===== src/rtl/ps2_kb_pkg.sv =====
// ps2_kb_pkg: shared constants and state encoding for the PS/2 key-set decoder.
package ps2_kb_pkg;

    // Protocol bytes from the keyboard
    localparam logic [7:0] PS2_EXT = 8'hE0;   // extended-code prefix
    localparam logic [7:0] PS2_BRK = 8'hF0;   // break (key up) prefix
    localparam logic [7:0] PS2_BAT = 8'hAA;   // basic assurance test passed (keyboard reset)

    // Decoder FSM encoding
    typedef enum logic [1:0] {
        IDLE    = 2'd0,
        EXT     = 2'd1,
        BRK     = 2'd2,
        EXT_BRK = 2'd3
    } kb_state_e;

    // Default six-key set: key0=1C, key1=23, key2=1D, key3=1B, key4=2D, key5=29
    localparam int           KB_DEF_NUM_KEYS = 6;
    localparam logic [47:0]  KB_DEF_CODES    = {8'h29, 8'h2D, 8'h1B, 8'h1D, 8'h23, 8'h1C};
    localparam logic [5:0]   KB_DEF_EXT      = 6'b000000;

    // Index width able to address n keys (at least one bit)
    function automatic int kb_idx_w(input int n);
        return (n > 1) ? $clog2(n) : 1;
    endfunction

endpackage


===== src/rtl/kb_repeat_timer.sv =====
// kb_repeat_timer: delay-then-period tick generator for key auto-repeat.
// Only instantiated when PS2_KEYSET_AUTO_REPEAT_EN is defined.
// start arms a down-counter with DELAY-1; each terminal count raises tick for
// one cycle and reloads PERIOD-1. stop has priority over start.
module kb_repeat_timer #(
    parameter int DELAY  = 50_000_000,
    parameter int PERIOD = 10_000_000
) (
    input  logic clk,
    input  logic reset,
    input  logic start,
    input  logic stop,
    output logic tick
);

    localparam logic [31:0] DELAY_LD  = 32'(DELAY - 1);
    localparam logic [31:0] PERIOD_LD = 32'(PERIOD - 1);

    logic        active_q, active_d;
    logic [31:0] cnt_q, cnt_d;

    // Next counter value: arm, disarm, or count down and reload on terminal count
    always_comb begin
        active_d = active_q;
        cnt_d    = cnt_q;
        tick     = active_q && (cnt_q == 32'd0);
        if (stop) begin
            active_d = 1'b0;
            cnt_d    = 32'd0;
        end else if (start) begin
            active_d = 1'b1;
            cnt_d    = DELAY_LD;
        end else if (active_q) begin
            if (cnt_q == 32'd0) begin
                cnt_d = PERIOD_LD;
            end else begin
                cnt_d = cnt_q - 32'd1;
            end
        end
    end

    // Counter registers
    always_ff @(posedge clk or negedge reset) begin
        if (!reset) begin
            active_q <= 1'b0;
            cnt_q    <= 32'd0;
        end else begin
            active_q <= active_d;
            cnt_q    <= cnt_d;
        end
    end

endmodule


===== src/rtl/ps2_keyset_decoder.sv =====
// ps2_keyset_decoder: decodes an N-key set from the ps2_rx byte stream into
// held levels plus single-cycle press/release pulses.
// Optional feature macro: PS2_KEYSET_AUTO_REPEAT_EN (auto-repeat of the most
// recently pressed key via kb_repeat_timer).
//
// state   | meaning
// --------+------------------------------------------------
// IDLE    | waiting for a byte; plain codes are makes
// EXT     | E0 seen; next non-prefix byte is an extended make
// BRK     | F0 seen; next byte is a plain break
// EXT_BRK | E0,F0 seen; next byte is an extended break
module ps2_keyset_decoder
    import ps2_kb_pkg::*;
#(
    parameter int                      NUM_KEYS      = KB_DEF_NUM_KEYS,
    parameter logic [NUM_KEYS*8-1:0]   KEY_CODES     = KB_DEF_CODES,
    parameter logic [NUM_KEYS-1:0]     KEY_EXT       = KB_DEF_EXT,
    parameter int                      TIMEOUT_CYC   = 2_000_000,
    parameter int                      REPEAT_DELAY  = 50_000_000,
    parameter int                      REPEAT_PERIOD = 10_000_000
) (
    input  logic                clk,
    input  logic                reset,
    input  logic                rx_done_tick,
    input  logic [7:0]          scan_code,
    input  logic                flush,
    output logic [NUM_KEYS-1:0] key_held,
    output logic [NUM_KEYS-1:0] key_press,
    output logic [NUM_KEYS-1:0] key_release,
    output logic                busy
);

    localparam logic [31:0] TMO_LAST = 32'(TIMEOUT_CYC - 1);

    kb_state_e           state_q, state_d;
    logic [NUM_KEYS-1:0] held_q, held_d;
    logic [NUM_KEYS-1:0] press_q, press_d;
    logic [NUM_KEYS-1:0] release_q, release_d;
    logic                busy_q, busy_d;
    logic [31:0]         tmo_q, tmo_d;

    logic [NUM_KEYS-1:0] match_std;
    logic [NUM_KEYS-1:0] match_ext;
    logic [NUM_KEYS-1:0] match_sel;
    logic                ev_make;
    logic                ev_brk;
    logic                ev_ext;
    logic                bat_clr;

`ifdef PS2_KEYSET_AUTO_REPEAT_EN
    localparam int IDX_W = kb_idx_w(NUM_KEYS);

    logic [IDX_W-1:0] trk_q, trk_d;
    logic             rpt_start;
    logic             rpt_stop;
    logic             rpt_tick;

    kb_repeat_timer #(
        .DELAY  (REPEAT_DELAY),
        .PERIOD (REPEAT_PERIOD)
    ) u_repeat (
        .clk   (clk),
        .reset (reset),
        .start (rpt_start),
        .stop  (rpt_stop),
        .tick  (rpt_tick)
    );
`endif

    // Per-key code compare, split by whether the key needs the E0 prefix
    always_comb begin
        match_std = '0;
        match_ext = '0;
        for (int i = 0; i < NUM_KEYS; i++) begin
            match_std[i] = (scan_code == KEY_CODES[8*i +: 8]) && !KEY_EXT[i];
            match_ext[i] = (scan_code == KEY_CODES[8*i +: 8]) &&  KEY_EXT[i];
        end
    end

    // Next state, prefix timeout, and key make/break effects
    always_comb begin
        state_d   = state_q;
        held_d    = held_q;
        press_d   = '0;
        release_d = '0;
        tmo_d     = tmo_q;
        ev_make   = 1'b0;
        ev_brk    = 1'b0;
        ev_ext    = 1'b0;
        bat_clr   = 1'b0;

        if (flush) begin
            // flush wins over a coincident byte, which is dropped
            state_d = IDLE;
            held_d  = '0;
            tmo_d   = 32'd0;
        end else if (rx_done_tick) begin
            tmo_d = 32'd0;
            unique case (state_q)
                IDLE: begin
                    if (scan_code == PS2_EXT) begin
                        state_d = EXT;
                    end else if (scan_code == PS2_BRK) begin
                        state_d = BRK;
                    end else if (scan_code == PS2_BAT) begin
                        bat_clr = 1'b1;
                        held_d  = '0;
                    end else begin
                        ev_make = 1'b1;
                    end
                end
                EXT: begin
                    if (scan_code == PS2_BRK) begin
                        state_d = EXT_BRK;
                    end else if (scan_code == PS2_EXT) begin
                        state_d = EXT;
                    end else begin
                        ev_make = 1'b1;
                        ev_ext  = 1'b1;
                        state_d = IDLE;
                    end
                end
                BRK: begin
                    ev_brk  = 1'b1;
                    state_d = IDLE;
                end
                EXT_BRK: begin
                    ev_brk  = 1'b1;
                    ev_ext  = 1'b1;
                    state_d = IDLE;
                end
                default: state_d = IDLE;
            endcase
        end else if (state_q != IDLE) begin
            // A stalled prefix is abandoned without producing an event
            if (tmo_q == TMO_LAST) begin
                state_d = IDLE;
                tmo_d   = 32'd0;
            end else begin
                tmo_d = tmo_q + 32'd1;
            end
        end

        match_sel = ev_ext ? match_ext : match_std;

        // Typematic repeats of an already-held key produce no pulse
        if (ev_make) begin
            press_d = match_sel & ~held_q;
            held_d  = held_q | match_sel;
        end
        if (ev_brk) begin
            release_d = match_sel & held_q;
            held_d    = held_q & ~match_sel;
        end

`ifdef PS2_KEYSET_AUTO_REPEAT_EN
        trk_d     = trk_q;
        rpt_start = |press_d;
        rpt_stop  = flush || bat_clr;
        // Lowest-numbered fresh press becomes the tracked key
        for (int i = NUM_KEYS - 1; i >= 0; i--) begin
            if (press_d[i]) begin
                trk_d = IDX_W'(i);
            end
        end
        for (int i = 0; i < NUM_KEYS; i++) begin
            if ((trk_q == IDX_W'(i)) && release_d[i]) begin
                rpt_stop = 1'b1;
            end
        end
        if (rpt_tick && !rpt_start && !rpt_stop) begin
            for (int i = 0; i < NUM_KEYS; i++) begin
                if ((trk_q == IDX_W'(i)) && held_q[i]) begin
                    press_d[i] = 1'b1;
                end
            end
        end
`endif

        busy_d = (state_d != IDLE);
    end

    // State and registered outputs
    always_ff @(posedge clk or negedge reset) begin
        if (!reset) begin
            state_q   <= IDLE;
            held_q    <= '0;
            press_q   <= '0;
            release_q <= '0;
            busy_q    <= 1'b0;
            tmo_q     <= 32'd0;
`ifdef PS2_KEYSET_AUTO_REPEAT_EN
            trk_q     <= '0;
`endif
        end else begin
            state_q   <= state_d;
            held_q    <= held_d;
            press_q   <= press_d;
            release_q <= release_d;
            busy_q    <= busy_d;
            tmo_q     <= tmo_d;
`ifdef PS2_KEYSET_AUTO_REPEAT_EN
            trk_q     <= trk_d;
`endif
        end
    end

    assign key_held    = held_q;
    assign key_press   = press_q;
    assign key_release = release_q;
    assign busy        = busy_q;

endmodule


===== config.mk =====
export PLATFORM = sky130hd
export DESIGN_NAME = ps2_keyset_decoder
export DESIGN_NICKNAME = d
export VERILOG_FILES = /design/src/rtl/ps2_kb_pkg.sv /design/src/rtl/kb_repeat_timer.sv /design/src/rtl/ps2_keyset_decoder.sv
export SDC_FILE = /design/constraint.sdc
export NUM_CORES = 1
export LEC_CHECK = 0
export ABC_AREA = 1
export CAP_MARGIN = 20
export CORE_UTILIZATION = 58
export CTS_CLUSTER_SIZE = 40
export DETAILED_ROUTE_END_ITERATION = 10
export GPL_TIMING_DRIVEN = 0
export PLACE_DENSITY = 0.84
export SLEW_MARGIN = 20
export SYNTH_ARGS = -nofsm -noshare
export SYNTH_HDL_FRONTEND = slang
export SYNTH_HIERARCHICAL = 1
export SYNTH_SLANG_ARGS = --single-unit

===== constraint.sdc =====
create_clock -name clk -period 1.8 [get_ports clk]
set_input_delay 0.18 -clock clk [delete_from_list [all_inputs] [get_ports clk]]
set_output_delay 0.18 -clock clk [all_outputs]
set_load 0.01 [all_outputs]

Yosys cells after proc, flatten, opt, wreduce, memory -nomap -nowiden
Index checks and enable logic that the tools add are counted.
W data, S select, Z words.
{ "word_totals": {"ram_bits": 0, "memories": 0, "mem_bits_ro": 0, "in_bits": 12, "register_bits": 53, "latchBits": 0} }
{ "op_classes": {"reduce_logical": 9, "muxes": 38, "addsub": 1, "div_mod_pow": 0, "shift": 0, "mul": 0, "eq_ne": 15, "order_cmp": 0, "bitwise": 6} }
{ "ops": {"columns": ["operator", "count"], "rows": [
  ["$mux W32", 4],
  ["$mux W6", 11],
  ["$add A32 B1 Y32 const B", 1],
  ["$eq A32 B21 Y1 const B", 1],
  ["$eq A8 B5 Y1 const B", 3],
  ["$eq A8 B6 Y1 const B", 3],
  ["$eq A8 B8 Y1 const B", 3],
  ["$and A6 B6 Y6", 3],
  ["$mux W2", 7],
  ["$mux W1", 13],
  ["$not A6 Y6", 2],
  ["$reduce_bool A4 Y1", 3],
  ["$ne A4 B4 Y1 const B", 2],
  ["$or A6 B6 Y6", 1],
  ["$pmux W2 S3", 1],
  ["$reduce_and A5 Y1", 1],
  ["$eq A2 B2 Y1 const B", 2],
  ["$pmux W1 S2", 2],
  ["$reduce_bool A2 Y1", 2],
  ["$reduce_bool A3 Y1", 1],
  ["$eq A2 B1 Y1 const B", 1],
  ["$logic_not A2 Y1", 1],
  ["$reduce_or A2 Y1", 1]
]} }

Longest topological paths before layout
{ "depth": {"word_depth": 10, "depth_mapped": 11} }

Worst setup path after synthesis
OpenSTA, ideal clock, no wires.
{ "synth_timing": {"path_kind": "reg-to-reg", "startpoint": "register tmo_q[0]", "endpoint": "register tmo_q[23]", "path_stages_with_launch": 12, "t_required_ns": 1.683, "arrival_time_ns": 1.354, "period_less_slack_ns": 1.471, "path_slack_ns": 0.329, "cell_sequence": "dfrtp_1 ha_1 nand3_2 nor2_4 nand2_2 nor2_4 nand3_4 nand2_2 nand2_2 buf_6 nand2_1 nor2_1"} }
{ "synth_via": {"elab_chain_len": 5, "elab_cells_between_ends": 6, "cone_classes": "1 x add/sub; 1 x eq/ne; 4 x mux"} }
{ "synth_lines": {"columns": ["element", "line_no", "source"], "rows": [
  ["start, declared", "ps2_keyset_decoder.sv:40", "logic [31:0] tmo_q, tmo_d;"],
  ["start signal, assigned", "ps2_keyset_decoder.sv:201", "tmo_q <= tmo_d;"],
  ["$add A32 B1 Y32 / $eq A32 B21 Y1 (equally long branches)", "ps2_keyset_decoder.sv:140, ps2_keyset_decoder.sv:136", null],
  ["$mux W32 (*)", "ps2_keyset_decoder.sv:136", "if (tmo_q == TMO_LAST) begin"],
  ["$mux W32 (*)", "ps2_keyset_decoder.sv:134", "end else if (state_q != IDLE) begin"],
  ["$mux W32 (*)", "ps2_keyset_decoder.sv:97", "end else if (rx_done_tick) begin"],
  ["$mux W32 (*)", "ps2_keyset_decoder.sv:92", "if (flush) begin"]
]} }
Mark *: on every way between the ends. The rest lies on a longest branch, timed or not. The select of a mux whose other input is x is not followed.
A chain may end at the register's enable or synchronous reset.

Worst setup path in the final report
{ "layout_timing": {"startpoint": "register tmo_q[1]", "endpoint": "register tmo_q[13]"} }
Same word-level chain as after synthesis.

==> out/metrics.yaml <==
status: "completed"
drv_cap: 0
root_buffer: "clkbuf_8"
critical_path_class: "flop to flop"
power_per_cell_area_mw_per_mm2: 580
synth_cell_types: 31
finalSetupViolCount: 0
syn_nets: 481
nNetsFinal: 525
vdd_drop_max_v: 0.000503
worst_pin_slew_ns: 0.654
syn_area_mm2: 0.00325
crit_path_start_kind: "flop"
cp_cell_sequence: "ha_2, nand3_4, nor2_4, nand2_2, nor2_4, nand3_4, o21ai_4, buf_4, a21oi_1"
cts.sinks: 53
die_w_um: 76.9
path_max_fanout: 5
p_int_mw: 1.65
coreArea_mm2: 0.00524
slew_viol_final: 0
p_seq_share_pct: 54.8
wl_per_cell_um: 13.8
yosys_warnings: 6
drive_gt1_share_pct: 9.16
seqCellArea_mm2: 0.00133
syn_avg_cell_area_um2: 6.95
grt_max_degree: 54
antenna_found_initial: 0
fp.dieH_um: 76.9
critical_path_arrival_ns: 1.98
place_inst: 568
maxSlewHeadroom_pct: 56.4
num_io_pins: 31
ys_ff_latch: 53
syn2layout_area_growth_pct: 17.8
hold_class: "input port to async pin"
period_needed_ns: 1.78
std_cell_rows: 26
grt_setup_unrepaired: "true"
placed_area_mm2: 0.00364
cts_made_buffers: 5
ys_seq_area_share_pct: 40.8
vias: 3222
cts_tree: "yes"
worst_path_max_delay_cell: "dfrtp_1"
ant_nets: 0
finalHoldViolations: 0
fin_worst_skew_ns: 0.00650
initial_core_util_pct: 62.1
fill_cells: 431
fmax_ghz: 0.562
globalplace.congestion: 0.959
p_sw_share_pct: 25.7
leakagePower_nw: 1.71
switchingPower_uw: 571
diodes: 0
dp_hpwl_mm: 5.78
combPwrFrac_pct: 11.7
drc: 0
endpoint_kind: "flop"
clock_path_buffers: 2
critPathBufInv: 1
netlist_instances: 468
firstDrtPassIters: 5
multi_input_area_mm2: 0.00169
clock_latency_ns: 0.31
cpPeakStageDelay_ns: 0.39
clk_pin_slew_ns: 0.10
post-route-util_pct: 73.1
htreeDepth: 2
holdWs_ns: 0.434
period_share_pct: 98.9
wirelength_mm: 8.06
drtIter0Drc: 210
viasPerCell: 5.53
cp_top_family: "simple AND/OR/NAND/NOR gates"
grtUsageTotal_pct: 28.1
clockPowerShare_pct: 33.5
cp.required_ns: 2.00
grt_overflow_total: 0
io_buffers: 30
die_area_mm2: 0.00591
final_cells: 583
grt_pass1_wl_mm: 13.2
power_mw: 2.22
postLayoutCellArea_mm2: 0.00383
grt_pass1_vias: 3022
==> worst register-to-register path: cells and delay by family (launching register included) <==
kind	cells	cell delay [ns]
DFF	1	0.39
and+or+nand+nor	5	0.59
adders and majority gates	1	0.22
buffers and inverters	1	0.17
AOI/OAI and AO/OA	2	0.29
==> path summary, 6_finish.rpt <==
| kind | cells after the start | endpoint | slack [ns] | from |
|---|---|---|---|---|
| setup / recovery | 9 | tmo_q[13] | 0.02 | tmo_q[1] |
| hold / removal | 2 | key_release[0] | 0.43 | reset |
| setup reg to reg | 9 | tmo_q[13] | 0.02 | tmo_q[1] |
| hold reg to reg | 1 | key_press[5] | 0.54 | key_held[5] |
| max in group asynchronous | 2 | tmo_q[13] | 0.93 | reset |
| min in group clk | 1 | key_press[5] | 0.54 | key_held[5] |
==> final cells by class <==
type | count | area share [%]
buffer | 5 | 1.01
multi-input combinational | 349 | 44.1
clock inverter | 1 | 0.131
tap | 70 | 2.29
sequential | 53 | 34.6
clock buffer | 7 | 2.52
inverter | 61 | 5.98
timing repair buffer | 37 | 9.31
==> cells in the final DEF, fill, tap and decap left out, drive strengths merged <==
| cell | instances |
|---|---|
| nand3 | 53 |
| nor3b | 7 |
| nor2 | 100 |
| clkdlybuf4s50 | 29 |
| inv | 61 |
| xor2 | 7 |
| nand3b | 2 |
| or2 | 2 |
| nor3 | 10 |
| clkinv | 1 |
| dlygate4sd3 | 1 |
| clkbuf | 8 |
| dfrtp | 53 |
| nand2 | 131 |
| buf | 11 |
| nand4 | 10 |
| o21ai | 9 |
| nor4 | 6 |
| xnor2 | 3 |
| ha | 1 |
| a21oi | 8 |
==> kinds of logic after synthesis <==
logic type	count (synthesis)	share of synthesized area, %
AND/OR/NAND/NOR	321	44.9
adder cells (fa/ha/maj)	1	0.385
XOR/XNOR	10	2.69
AO/OA/AOI/OAI	17	2.96
flip-flops	53	40.8
buffers and inverters	66	8.24
==> power groups by stage <==
stage | Clock (mW) | Sequential [mW] | Combinational (mW)
2_1_floorplan | 0 | 1.24 | 0.117
3_3_place_gp | 0 | 1.24 | 0.205
3_5_place_dp | 0 | 1.24 | 0.212
4_1_cts | 0.753 | 1.22 | 0.214
5_1_grt | 0.789 | 1.22 | 0.284
6_report | 0.743 | 1.22 | 0.260
==> stage by stage <==
step / setup WS [ns] / TNS, ns
2_1_floorplan: 0.329 / 0
3_3_place_gp: -1.03 / -56.47
3_5_place_dp: -0.300 / -3.34
4_1_cts: 0.0182 / 0
5_1_grt: -0.0364 / -0.397
6_report: 0.0207 / 0
==> registers in the layout, indices dropped and copies added (netlist names) <==
name / cells
key_release: 6
key_press: 6
busy: 1
tmo_q: 32
key_held: 6
state_q: 2
==> metal layers <==
layer | vias to the layer above | part of all wire [%] | GRT usage (%)
li1 | 1560 | - | -
met1 | 1512 | 43 | 35.4
met2 | 130 | 49 | 46.8
met3 | 20 | 6.7 | 5.60
met4 | 0 | 2.2 | 11.7
met5 | - | 0 | 0
==> cell usage after synthesis <==
cell type,n,area [um^2]
nand2_2,5,31.3
nand4_1,10,62.6
or2_2,1,6.26
buf_2,1,5.00
nor4_1,6,37.5
inv_2,1,3.75
xor2_1,7,61.3
nand3b_1,2,15.0
nand3_4,1,17.5
nor3_1,9,45.0
nand2_4,1,11.3
ha_1,1,12.5
clkbuf_1,1,3.75
nand3_2,3,30.0
nor2_1,92,345
o21ai_0,8,40.0
xnor2_1,3,26.3
nor2_4,4,45.0
o21ai_4,1,16.3
buf_4,1,7.51
inv_1,60,225
nor3b_2,1,12.5
nor3_2,1,10.0
nor3b_1,6,45.0
nand3_1,49,245
nand2_1,125,469
a21oi_1,8,40.0
or2_0,1,6.26
buf_6,2,22.5
nor2_2,4,25.0
dfrtp_1,53,1330
==> timing repair <==
item                                    4_1_cts  5_1_grt
setup buffers                                 0        5
hold endpoints to repair                     53        0
resized for setup                             0        9
endpoints found under the setup margin        0       28
hold buffers                                  1        0
Note: power is estimated with default switching activity, not from simulation.
